**config.mk**
```make
export PLATFORM = sky130hd
export DESIGN_NAME = uart_boot_loader
export DESIGN_NICKNAME = d
export VERILOG_FILES = /design/src/rtl/uart_boot_loader.sv
export SDC_FILE = /design/constraint.sdc
export NUM_CORES = 1
export LEC_CHECK = 0
export CORE_ASPECT_RATIO = 2
export CORE_MARGIN = 2
export CORE_UTILIZATION = 50
export DETAILED_ROUTE_END_ITERATION = 16
export GPL_ROUTABILITY_DRIVEN = 0
export GPL_TIMING_DRIVEN = 0
export PLACE_DENSITY_LB_ADDON = 0.12
export SLEW_MARGIN = 0
export SYNTH_ARGS = -nofsm -noshare
export SYNTH_HDL_FRONTEND = slang
export SYNTH_SLANG_ARGS = --single-unit
```
**constraint.sdc**
```tcl
create_clock -name clk_i -period 1.93 [get_ports clk_i]
set_input_delay 0.4825 -clock clk_i [delete_from_list [all_inputs] [get_ports clk_i]]
set_output_delay 0.4825 -clock clk_i [all_outputs]
set_load 0.02 [all_outputs]
```
**src/rtl/uart_boot_loader.sv**
```systemverilog
// UART boot loader: parses sync/length/data frames from the RX byte stream into instruction-memory writes.
// Optional build macro BOOT_CHECKSUM_EN appends a trailing XOR checksum byte and a CHECK state.
module uart_boot_loader #(
   parameter int unsigned ADDR_W    = 10,
   parameter int unsigned TIMEOUT   = 1000000,
   parameter logic [7:0]  SYNC_BYTE = 8'hA5
) (
   input  logic              clk_i,
   input  logic              reset_i,
   input  logic              rx_valid_i,
   input  logic [7:0]        rx_data_i,
   input  logic              boot_req_i,
   output logic              imem_we_o,
   output logic [ADDR_W-1:0] imem_addr_o,
   output logic [31:0]       imem_wdata_o,
   output logic              cpu_hold_o,
   output logic              boot_done_o,
   output logic              boot_err_o
);

   localparam int unsigned GAP_W = $clog2(TIMEOUT + 1);
   localparam int unsigned IDX_W = ADDR_W + 1;
   localparam logic [31:0] DEPTH = 32'(1) << ADDR_W;

`ifdef BOOT_CHECKSUM_EN
   typedef enum logic [2:0] {
      S_WAIT_SYNC, S_LEN_LO, S_LEN_HI, S_DATA, S_CHECK, S_DONE, S_ERROR
   } state_e;
`else
   typedef enum logic [2:0] {
      S_WAIT_SYNC, S_LEN_LO, S_LEN_HI, S_DATA, S_DONE, S_ERROR
   } state_e;
`endif

   state_e             state_q;
   logic [15:0]        len_q;
   logic [IDX_W-1:0]   word_idx_q;
   logic [1:0]         byte_idx_q;
   logic [23:0]        buf_q;
   logic [GAP_W-1:0]   gap_q;
   logic               imem_we_q;
   logic [ADDR_W-1:0]  imem_addr_q;
   logic [31:0]        imem_wdata_q;
   logic               cpu_hold_q;
   logic               boot_done_q;
   logic               boot_err_q;
`ifdef BOOT_CHECKSUM_EN
   logic [7:0]         csum_q;
`endif

   logic [15:0] len_d;
   logic        last_word;
   logic        gap_expired;
   logic        in_frame;

   assign len_d       = {rx_data_i, len_q[7:0]};
   assign last_word   = (32'(word_idx_q) == (32'(len_q) - 32'd1));
   assign gap_expired = (gap_q == GAP_W'(TIMEOUT - 1));
`ifdef BOOT_CHECKSUM_EN
   assign in_frame    = (state_q == S_LEN_LO) || (state_q == S_LEN_HI) ||
                        (state_q == S_DATA)   || (state_q == S_CHECK);
`else
   assign in_frame    = (state_q == S_LEN_LO) || (state_q == S_LEN_HI) ||
                        (state_q == S_DATA);
`endif

   always_ff @(posedge clk_i) begin
      if (reset_i) begin
         state_q      <= S_WAIT_SYNC;
         len_q        <= '0;
         word_idx_q   <= '0;
         byte_idx_q   <= '0;
         buf_q        <= '0;
         gap_q        <= '0;
         imem_we_q    <= 1'b0;
         imem_addr_q  <= '0;
         imem_wdata_q <= '0;
         cpu_hold_q   <= 1'b1;
         boot_done_q  <= 1'b0;
         boot_err_q   <= 1'b0;
`ifdef BOOT_CHECKSUM_EN
         csum_q       <= '0;
`endif
      end else begin
         imem_we_q <= 1'b0;

         // Inter-byte gap watchdog; an accepted byte in the expiry cycle wins
         if (in_frame && !rx_valid_i) begin
            if (gap_expired) begin
               state_q    <= S_ERROR;
               boot_err_q <= 1'b1;
               cpu_hold_q <= 1'b1;
               gap_q      <= '0;
            end else begin
               gap_q <= gap_q + GAP_W'(1);
            end
         end else begin
            gap_q <= '0;
         end

         case (state_q)
            S_WAIT_SYNC: begin
               if (rx_valid_i && (rx_data_i == SYNC_BYTE)) begin
                  state_q <= S_LEN_LO;
`ifdef BOOT_CHECKSUM_EN
                  csum_q  <= '0;
`endif
               end
            end
            S_LEN_LO: begin
               if (rx_valid_i) begin
                  len_q   <= {8'h00, rx_data_i};
                  state_q <= S_LEN_HI;
               end
            end
            S_LEN_HI: begin
               if (rx_valid_i) begin
                  len_q      <= len_d;
                  word_idx_q <= '0;
                  byte_idx_q <= '0;
                  if (len_d == 16'd0) begin
`ifdef BOOT_CHECKSUM_EN
                     state_q     <= S_CHECK;
`else
                     state_q     <= S_DONE;
                     boot_done_q <= 1'b1;
                     cpu_hold_q  <= 1'b0;
`endif
                  end else if (32'(len_d) > DEPTH) begin
                     state_q    <= S_ERROR;
                     boot_err_q <= 1'b1;
                     cpu_hold_q <= 1'b1;
                  end else begin
                     state_q <= S_DATA;
                  end
               end
            end
            S_DATA: begin
               if (rx_valid_i) begin
`ifdef BOOT_CHECKSUM_EN
                  csum_q <= csum_q ^ rx_data_i;
`endif
                  byte_idx_q <= byte_idx_q + 2'd1;
                  // Bytes arrive LSB first, so shifting in from the top leaves them in place
                  if (byte_idx_q == 2'd3) begin
                     imem_we_q    <= 1'b1;
                     imem_wdata_q <= {rx_data_i, buf_q};
                     imem_addr_q  <= word_idx_q[ADDR_W-1:0];
                     word_idx_q   <= word_idx_q + IDX_W'(1);
                     if (last_word) begin
`ifdef BOOT_CHECKSUM_EN
                        state_q <= S_CHECK;
`else
                        state_q <= S_DONE;
`endif
                     end
                  end else begin
                     buf_q <= {rx_data_i, buf_q[23:8]};
                  end
               end
            end
`ifdef BOOT_CHECKSUM_EN
            S_CHECK: begin
               if (rx_valid_i) begin
                  if (rx_data_i == csum_q) begin
                     state_q     <= S_DONE;
                     boot_done_q <= 1'b1;
                     cpu_hold_q  <= 1'b0;
                  end else begin
                     state_q    <= S_ERROR;
                     boot_err_q <= 1'b1;
                     cpu_hold_q <= 1'b1;
                  end
               end
            end
`endif
            S_DONE, S_ERROR: begin
               if (boot_req_i) begin
                  state_q     <= S_WAIT_SYNC;
                  cpu_hold_q  <= 1'b1;
                  boot_done_q <= 1'b0;
                  boot_err_q  <= 1'b0;
                  word_idx_q  <= '0;
                  byte_idx_q  <= '0;
               end else if (state_q == S_DONE) begin
                  // Release lands one cycle after the final write strobe
                  cpu_hold_q  <= 1'b0;
                  boot_done_q <= 1'b1;
               end
            end
            default: state_q <= S_WAIT_SYNC;
         endcase
      end
   end

   assign imem_we_o    = imem_we_q;
   assign imem_addr_o  = imem_addr_q;
   assign imem_wdata_o = imem_wdata_q;
   assign cpu_hold_o   = cpu_hold_q;
   assign boot_done_o  = boot_done_q;
   assign boot_err_o   = boot_err_q;

endmodule
```
==> implementation parameters, run 1 <==
Parameter                              Value

Yosys
  Warnings, synthesis ... 0
  Count leader, synth ... nand2_1
  Net Count, Synth ... 668
  Synth top area share ... 47.1%
  Cells taking the most area after synthesis ... dfxtp_1 (47%), nand2_1 (13%), a21oi_1 (7.9%)
  Unique cell type count in the Yosys netlist ... 51
  Top flip-flop cell by instance count after synthesis ... dfxtp_1
  Seq cells post-synth ... 122
  Sequential fraction of the synthesis area ... 47.1%
  Most instantiated cells after synthesis ... nand2_1 (176), dfxtp_1 (122), a21oi_1 (82), nor2_1 (61), clkbuf_1 (29)
  Post-synthesis area per instance ... 7.95 um2
  Number of enable flip-flop cells after synthesis ... 0
  Library cell with the largest summed area after synthesis ... dfxtp_1
  Gate Count Post-Synth ... ~650
  FFs w/ async S/R, synth ... 0%
  Post-synthesis cell area ... 5180 um2

Setup path
  Worst path slowest cell ... a2111oi_2
  Source of the critical timing path ... len_q[1]
  RR Startpoint ... len_q[1]
  Worst setup EP type ... flop
  Required time worst endpoint ... 2.23 ns
  Critical path's most frequent cell ... o21ai_0
  Crit path DAT ... 2.22 ns
  Slack of the worst reg-to-reg path ... 0.0009 ns
  Critical path fanouts, max ... 4
  Slowest cell delay on critical path ... between 0.4 and 0.5 ns
  Crit start category ... flop
  Type of the setup path with the least slack ... reg2reg
  Cells along the critical path ... inv_2, ha_4, buf_4, nand3_1, o21ai_0, o21ai_0, a2111oi_2, o2111a_2, a21oi_1

Finish
  Final Core Density ... about two thirds
  Count of antenna diodes in the layout ... 0
  Layout area overhead ... 31.3%
  Layout cell share with drive strength beyond 1 ... 15.0%
  Total Nets Final ... 761

GRT
  Overall Global Routing Usage ... 25.6%
  Initial antenna violation count ... 0
  Largest net degree at the start of global routing ... 17
  Total global routing overflow ... 0
  Wire length of the first global-routing pass ... 23100 um
  Vias in the first global route ... between 4000 and 5000

Die
  Horizontal die dimension ... 76.0 um
  Effective utilization at floorplan ... 51.4%
  Die Outline Area ... 11200 um2
  Die Y-Extent ... 148 um
  # IOs ... 58
  Placeable core region ... 10100 um2
  FP Rows ... 52

Pwr
  Pint ... 4.35 mW
  Worst voltage drop across the vdd grid ... 0.000676 V
  Static leakage power ... 2.43 nW
  Overall power of the completed layout ... between 5 and 6 mW
  Share of power burned in the clock network ... 53.3%
  Power density over the cells ... 833 nW/um2
  Reg power frac ... between 40% and 50%
  Combinational fraction of design power ... under 10%
  P_sw ... 1.32 mW
  Switching Share ... 23.3%

Worst hold path
  Min-Delay Startpoint ... rx_data_i[6]
  Tightest Hold Check Type ... in2reg

CTS
  Maximum clock insertion buffer count ... 2
  Number of CTS-inserted buffers ... 17
  TritonCTS Sinks ... between 100 and 150
  Number of hold-repair buffers added at the cts stage ... 0
  Reg clk slew, reported paths ... 0.06 ns
  Root buffer cell ... clkbuf_16
  Clock tree from TritonCTS ... built
  Total number of H-tree levels ... 4
  Latest clock arrival within the worst-skew pair ... 0.42 ns

Place
  Pre-CTS setup slack ... -0.895 ns
  Port-buffer cells ... 57
  HPWL after detailed placement ... ~10000 um

Detailed routing
  Mean number of vias per cell ... 5.53
  Remaining antenna violation count ... 0
  Detailed-routing iteration count for the pre-antenna-repair pass ... 5
  Average detailed-routed wire length per instance ... 15.8 um
  Starting DRC count in detailed routing ... between 200 and 300
  Wire length reported by the detailed router ... 14100 um
  Post-route DRC ... 0
  Vias ... 4934

Timing
  Pin slew with the least headroom to its limit ... just over 0.5 ns
  Number of max-slew violations in the final report ... 0
  Unrepaired setup endpoints after global routing ... true
  Time the final worst path needs with I/O delays and setup ... 1.93 ns
  Final count of hold timing violations ... 0
  Max-Slew Margin vs Limit ... 66.1%
  Max Clock Freq ... 518 MHz
  Count of final setup violators ... 0
  Final worst-path setup slack ... around 0.00091 ns
  Final clock skew ... 0.00839 ns
  Period utilization ... 100%

Outcome
  Outcome ... finished, final reports clean

Job
  Maximum Capacitance Violations ... 0
registers in the layout, indices dropped and copies added, names as in the netlist, 2 cells and up:
signal        count
imem_wdata_o     32
buf_q            24
gap_q            20
len_q            16
word_idx_q       11
imem_addr_o      10
state_q           3
byte_idx_q        2
kinds of logic (layout without fill, tap and decap cells):
kind of cell             count (synthesis)  count (layout)  synth area share [%]
XOR/XNOR                                41              41                  6.93
adder cells (fa/ha/maj)                  4               4                 0.966
AND/OR/NAND/NOR                        316             316                  27.4
buffers and inverters                   44             150                  3.38
AO/OA/AOI/OAI                          122             122                  13.6
flip-flops                             122             122                  47.1
multiplexers                             3               3                 0.604
per-stage QoR:
| stage | instance area [um2] | setup TNS [ns] | cells | hold slack [ns] |
|---|---|---|---|---|
| floorplan | 5190 | 0 | 652 | 0.413 |
| global placement | 5930 | -73.21 | 844 | 0.425 |
| finish | 6810 | 0 | 893 | 0.408 |
| CTS | 6670 | -0.0224 | 886 | 0.401 |
| detailed placement | 5930 | -76.70 | 844 | 0.435 |
| global route | 6810 | -0.124 | 893 | 0.404 |
critical path, delay by kind of cell (launching register included):
kind | cells | cell delay, ns
AO/OA/AOI/OAI | 5 | 1.03
flip-flops | 1 | 0.34
buffers and inverters | 2 | 0.20
adder cells (fa/ha/maj) | 1 | 0.16
AND/OR/NAND/NOR | 1 | 0.08
timing repair:
item                       4_1_cts  5_1_grt
pin swaps                        8        9
setup endpoints to repair       94       93
gates resized for setup         58       32
setup buffers                   11        9
layout make-up:
| class | count | area [um2] |
|---|---|---|
| fill | 854 | 3280 |
| multi-input combinational | 486 | 2710 |
| sequential | 122 | 2450 |
| timing repair buffer | 77 | 712 |
| clock buffer | 17 | 425 |
| buffer | 34 | 173 |
| tap | 135 | 169 |
| clock inverter | 15 | 139 |
| inverter | 7 | 28.8 |
power by group through the flow:
stage               Combinational [mW]  Clock [mW]  Sequential, mW
finish                           0.129        3.02            2.52
detailed placement               0.117           0            2.57
CTS                              0.119        3.05            2.52
global route                     0.135        3.17            2.52
global placement                 0.115           0            2.57
floorplan                       0.0473           0            2.57
path summary, 6_finish.rpt:
check / to / depth (start not counted)
worst max register to register: state_q[0] / 9
worst min register to register: gap_q[0] / 1
worst min-delay path: buf_q[22] / 3
worst max-delay path: state_q[0] / 9
layer usage:
layer	part of all wire (%)	GRT usage, %
met1	37	25.9
met2	53	47.5
met3	4.0	5.19
met4	5.5	15.7
met5	0	0
placed cells by master, fill, tap and decap left out, types with 4 or more instances in the layout:
| cell type | synthesis | routed |
|---|---|---|
| a21oi_1 | 82 | 81 |
| inv_6 | 0 | 6 |
| o21ai_0 | 8 | 6 |
| nor2b_1 | 6 | 6 |
| xor2_1 | 28 | 28 |
| nand3b_1 | 4 | 4 |
| nand3_1 | 16 | 15 |
| nor3_1 | 13 | 11 |
| xnor2_1 | 13 | 13 |
| clkdlybuf4s50_1 | 0 | 50 |
| a21o_1 | 4 | 4 |
| buf_4 | 0 | 18 |
| clkbuf_2 | 1 | 10 |
| and3_1 | 7 | 5 |
| nand4_1 | 7 | 7 |
| dfxtp_1 | 122 | 119 |
| nand2_1 | 176 | 174 |
| a22oi_1 | 9 | 9 |
| clkbuf_4 | 0 | 4 |
| clkbuf_1 | 29 | 11 |
| buf_2 | 7 | 11 |
| nor2_1 | 61 | 58 |
| or3_1 | 4 | 4 |
| inv_1 | 7 | 5 |
| clkbuf_16 | 0 | 17 |
Power figures use the tool's default switching activity.
==> inputs of run 2 (changes only) <==
--- a/config.mk
+++ b/config.mk
@@ -5,6 +5,7 @@
 export SDC_FILE = /design/constraint.sdc
 export NUM_CORES = 1
 export LEC_CHECK = 0
+export CAP_MARGIN = 5
 export CORE_ASPECT_RATIO = 2
 export CORE_MARGIN = 2
 export CORE_UTILIZATION = 50
@@ -12,7 +13,6 @@
 export GPL_ROUTABILITY_DRIVEN = 0
 export GPL_TIMING_DRIVEN = 0
 export PLACE_DENSITY_LB_ADDON = 0.12
-export SLEW_MARGIN = 0
 export SYNTH_ARGS = -nofsm -noshare
 export SYNTH_HDL_FRONTEND = slang
 export SYNTH_SLANG_ARGS = --single-unit
==> results of run 2 <==
Final layout, timing and power as in run 1 (identical DEF).
